### src/rtl/sel_mux_skid.sv
// sel_mux_skid: registered N-input result selector with a valid/ready
// handshake, a two-entry skid buffer and illegal-select flag/counter.
module sel_mux_skid #(
   parameter int unsigned        WIDTH       = 32,
   parameter int unsigned        N_IN        = 3,
   parameter logic [WIDTH-1:0]   DEFAULT_VAL = '0,
   localparam int unsigned       SEL_W       = $clog2(N_IN)
) (
   input  logic                  clk,
   input  logic                  reset,
   input  logic                  in_valid,
   output logic                  in_ready,
   input  logic [SEL_W-1:0]      sel,
   input  logic [N_IN*WIDTH-1:0] data_in,
   output logic                  out_valid,
   input  logic                  out_ready,
   output logic [WIDTH-1:0]      out_data,
   output logic                  out_sel_err,
   output logic [15:0]           err_count
);

   localparam int unsigned CNT_W   = 16;
   localparam logic [CNT_W-1:0] CNT_MAX = '1;

   typedef enum logic [1:0] {
      S_EMPTY = 2'd0,
      S_ONE   = 2'd1,
      S_FULL  = 2'd2
   } state_t;

   state_t             state_q;
   state_t             state_d;

   logic               accept_c;
   logic               pop_c;
   logic [WIDTH-1:0]   beat_data_c;
   logic               beat_err_c;

   logic [WIDTH-1:0]   main_data_q;
   logic               main_err_q;
   logic [WIDTH-1:0]   skid_data_q;
   logic               skid_err_q;
   logic [CNT_W-1:0]   err_count_q;

   assign accept_c = in_valid && in_ready;
   assign pop_c    = out_valid && out_ready;

   // Select the incoming beat; an out-of-range select yields DEFAULT_VAL and the error flag.
   always_comb begin
      beat_err_c  = (32'(sel) >= N_IN);
      beat_data_c = DEFAULT_VAL;
      for (int unsigned k = 0; k < N_IN; k++) begin
         if (32'(sel) == k) begin
            beat_data_c = data_in[k*WIDTH +: WIDTH];
         end
      end
   end

   // State register.
   always_ff @(posedge clk) begin
      if (reset) begin
         state_q <= S_EMPTY;
      end else begin
         state_q <= state_d;
      end
   end

   // Next-state logic: occupancy of the main/skid pair.
   always_comb begin
      state_d = state_q;
      case (state_q)
         S_EMPTY: begin
            if (accept_c) state_d = S_ONE;
         end
         S_ONE: begin
            if (accept_c && !pop_c)      state_d = S_FULL;
            else if (!accept_c && pop_c) state_d = S_EMPTY;
         end
         S_FULL: begin
            if (pop_c) state_d = S_ONE;
         end
         default: state_d = S_EMPTY;
      endcase
   end

   // Handshake outputs decoded from the state register only.
   always_comb begin
      in_ready  = 1'b0;
      out_valid = 1'b0;
      case (state_q)
         S_EMPTY: begin
            in_ready = 1'b1;
         end
         S_ONE: begin
            in_ready  = 1'b1;
            out_valid = 1'b1;
         end
         S_FULL: begin
            out_valid = 1'b1;
         end
         default: begin
            in_ready  = 1'b0;
            out_valid = 1'b0;
         end
      endcase
   end

   // Beat storage: main drives the outputs, skid absorbs the beat taken after out_ready drops.
   always_ff @(posedge clk) begin
      if (reset) begin
         main_data_q <= '0;
         main_err_q  <= 1'b0;
         skid_data_q <= '0;
         skid_err_q  <= 1'b0;
      end else begin
         case (state_q)
            S_EMPTY: begin
               if (accept_c) begin
                  main_data_q <= beat_data_c;
                  main_err_q  <= beat_err_c;
               end
            end
            S_ONE: begin
               if (accept_c && pop_c) begin
                  main_data_q <= beat_data_c;
                  main_err_q  <= beat_err_c;
               end else if (accept_c) begin
                  skid_data_q <= beat_data_c;
                  skid_err_q  <= beat_err_c;
               end
            end
            S_FULL: begin
               if (pop_c) begin
                  main_data_q <= skid_data_q;
                  main_err_q  <= skid_err_q;
               end
            end
            default: begin
               main_data_q <= main_data_q;
            end
         endcase
      end
   end

   // Saturating count of accepted illegal-select beats.
   always_ff @(posedge clk) begin
      if (reset) begin
         err_count_q <= '0;
      end else if (accept_c && beat_err_c && (err_count_q != CNT_MAX)) begin
         err_count_q <= err_count_q + CNT_W'(1);
      end
   end

   assign out_data    = main_data_q;
   assign out_sel_err = main_err_q;
   assign err_count   = err_count_q;

endmodule

### config.mk
export PLATFORM = sky130hd
export DESIGN_NAME = sel_mux_skid
export DESIGN_NICKNAME = d
export VERILOG_FILES = /design/src/rtl/sel_mux_skid.sv
export SDC_FILE = /design/constraint.sdc
export NUM_CORES = 1
export LEC_CHECK = 0
export ABC_AREA = 1
export BUFFER_PORTS_ARGS = -buffer_cell sky130_fd_sc_hd__buf_2
export CAP_MARGIN = 5
export CORE_ASPECT_RATIO = 0.5
export CORE_MARGIN = 2
export CORE_UTILIZATION = 38
export CTS_CLUSTER_SIZE = 14
export DETAILED_ROUTE_END_ITERATION = 16
export PLACE_DENSITY = 0.65
export SLEW_MARGIN = 20
export SYNTH_ARGS = -nofsm -noshare
export SYNTH_HDL_FRONTEND = slang
export SYNTH_SLANG_ARGS = --single-unit
### constraint.sdc
create_clock -name clk -period 5.6 [get_ports clk]
set_input_delay 0 -clock clk [delete_from_list [all_inputs] [get_ports clk]]
set_output_delay 0 -clock clk [all_outputs]
set_load 0.02 [all_outputs]
==> impl_results.md <==
- TritonCTS clock tree: yes
- Post-CTS Resized: 0
- Largest net degree at the start of global routing: 72
- Grt ovf: 0
- CP max FO: 36
- Sequential Power Share: 33.3%
- Final non-filler cell area: 5850 sq um
- Final period util: 56.8%
- Max VDD drop: 0.000199 V
- Core area: 12,000 sq um
- Drt wl/cell: 11.7 um
- Final Hold Viols: 0
- Worst EP arrival: 3.47 ns
- Post-CTS Setup Bufs: 0
- Register area: 1680 sq um
- Share of cells above drive strength 1: 22.1%
- Startpoint types: register
- Die Width: 162 um
- Initial DRC Count: 265
- Nets: 1,025
- Switching Share: 42.4%
- Total Power: 0.00261 W
- CP top delay family: buffers and inverters
- CTS max path bufs: 2
- Sequential-to-total area share from yosys stat: 35.5%
- Top cell type's share of synthesized area: 35.5%
- Outcome: finished, final reports clean
- Post-synth EDFFs: 0
- Worst-skew pair later-pin latency: 0.35 ns
- Initial Utilization: 39.5%
- Initial antenna violation count: 0
- Antenna cells: 0
- Dpl hpwl: 8620 um
- Routed vias/inst: 4.73
- #FFs+latches synth: 84
- Max-slew violations: 0
- Max transition margin: 29.7%
- Worst-Margin Slew: 1.05 ns
- Die ar.: 13,400 sq um
- Multi-input gate area: 2560 sq um
- PwrDens: 446 nW/um^2
- NetSw: 0.00111 W
- Min cycle time layout: 3.18 ns
- Post-route DRC: 0
- DP Area: 5560 sq um
- Count of distinct cell types in the synthesized netlist: 25
- Hold_buf cts: 0
- Max-Cap Viols: 0
- Area of the mapped netlist: 4730 sq um
- Fillers: 1,283
- Unrepaired setup endpoints after global routing: no
- Synth async-reset ratio: 0%
- Final setup vio count: 0
- Setup TNS Final: 0 ns
- Std-Cell Rows: 28
- I/O Pins: 153
- All-Layer GR Usage: 19.2%
- CP bufs+invs: 4
- Syn Nets: 897
- Via count: 5,137
- CP max-delay cell: nand2_2
- Syn. warnings: 0
- Crit end category: register
- Worst Path Required: 5.89 ns
- Num CTS Buffers: 9
- Clock power share: 22.1%
- Cell taking the most area after synthesis: dfxtp_1
- H-Tree Depth: 3
- # port buffers: 152
- Vias in the first global route: 4,757
- Core Util, Final: 48.8%
- Antenna viol nets, final: 0
- CP Class: reg -> reg
- Power Internal: 0.00150 W
- Skew final: 0.00946 ns
- Syn Inst Count: 788
- Synth Flop Type: dfxtp_1
- Leading cell type by number of instances after synthesis: nand2_1
- Ranking of synthesized cells by area: dfxtp_1 36%, nand2_1 19%, nor2_1 12%, inv_1 6.3%, a21oi_1 5.3%
- Min Hold Slack: 0.0291 ns
- Most instantiated cells after synthesis: 245 x nand2_1, 146 x nor2_1, 84 x dfxtp_1
- Final wirelength: 12,700 um
- First-pass DRT Iterations: 4
- Worst hold path type: in -> reg
- Die height: 82.9 um
- First-pass GRT wire length: 21,500 um
- RePlAce Congestion: 0.812
- Gate power share: 44.6%
- Highest cell delay on the worst timing path: 0.60 ns
- Clk slew on worst S/H paths: 0.07 ns
- Lkg Pwr: 3.03 nW
- Layout area overhead: 23.6%
- Root Driver: clkbuf_16
- Clock sinks: 84
- Critical path cell sequence: inv_1, ha_1, buf_4, inv_2, o22ai_1, inv_2, nand2_2, nand2_1, nand2_1, nor2_1
- Max frequency: 314 MHz
- Syn avg cell area: 6.01 sq um
-- cells in the final DEF (no fill, tap or decap) --
cell	n
buf_4	5
o22ai_1	1
inv_2	3
clkbuf_16	9
clkinvlp_4	2
buf_2	152
inv_1	80
nor2_1	144
nand3_1	50
nand2_2	1
clkbuf_8	2
clkinv_2	1
nand4_1	4
or2_2	22
clkinv_4	1
inv_6	1
o21ai_2	1
nor2_4	1
nand2_1	244
ha_1	7
dfxtp_1	84
o211ai_1	8
xnor2_1	2
nor3_1	1
xor2_1	3
o21a_1	1
nor2_2	2
o21ai_0	37
nor3b_1	1
a21oi_1	50
-- metal layers --
layer	vias to the layer above	track usage [%]	wire, um
li1	2686	-	-
met1	2311	25.2	6100
met2	127	32.2	5800
met3	13	4.45	711
met4	0	4.10	118
met5	-	0	0
-- cell type report --
| cell class | count | share of cell area [%] |
|---|---|---|
| tap | 165 | 3.53 |
| multi-input combinational | 580 | 43.8 |
| clock inverter | 4 | 0.556 |
| timing repair buffer | 157 | 13.6 |
| clock buffer | 11 | 4.32 |
| sequential | 84 | 28.7 |
| inverter | 84 | 5.41 |
-- stage by stage --
step | worst slack [ns] | std cells
after floorplan | 3.71 | 788
after global placement | 2.16 | 1070
after detailed placement | 2.45 | 1070
after CTS | 2.44 | 1085
after global routing | 2.15 | 1085
final | 2.42 | 1085
-- power by group through the flow --
stage	Sequential, W	Clock (W)	Combinational (W)
floorplan	0.00102	0	0.000702
global route	0.000895	0.000608	0.00132
global placement	0.000879	0	0.00116
detailed placement	0.000882	0	0.00116
finish	0.000869	0.000575	0.00116
CTS	0.000871	0.000587	0.00117
-- registers in the layout (all words and copies together), names as in the netlist --
name and flops:
skid_err_q 1, skid_data_q 32, out_sel_err 1, out_data 32, state_q 2, err_count 16
-- worst paths after layout --
kind                     from            to  slack, ns  cells after the start
hold / removal         sel[0]    skid_err_q       0.03                      3
setup / recovery   state_q[0]  out_data[11]       2.42                     10
hold reg to reg   out_sel_err   out_sel_err       0.46                      2
setup reg to reg   state_q[0]  out_data[11]       2.42                     10
-- tightest hold or removal path: stages --
cell and delay (ns):
buf_2 0.14, nand2_1 0.11, a21oi_1 0.08
-- logic make-up after synthesis --
| group | after synthesis | synth area share [%] |
|---|---|---|
| adders and majority gates | 7 | 1.85 |
| DFF | 84 | 35.5 |
| and+or+nand+nor | 470 | 40.2 |
| buffers and inverters | 124 | 10.5 |
| xor gates and xnor gates | 5 | 0.925 |
| AOI/OAI and AO/OA | 98 | 10.9 |
No activity file was read; power rests on OpenSTA's default activity.
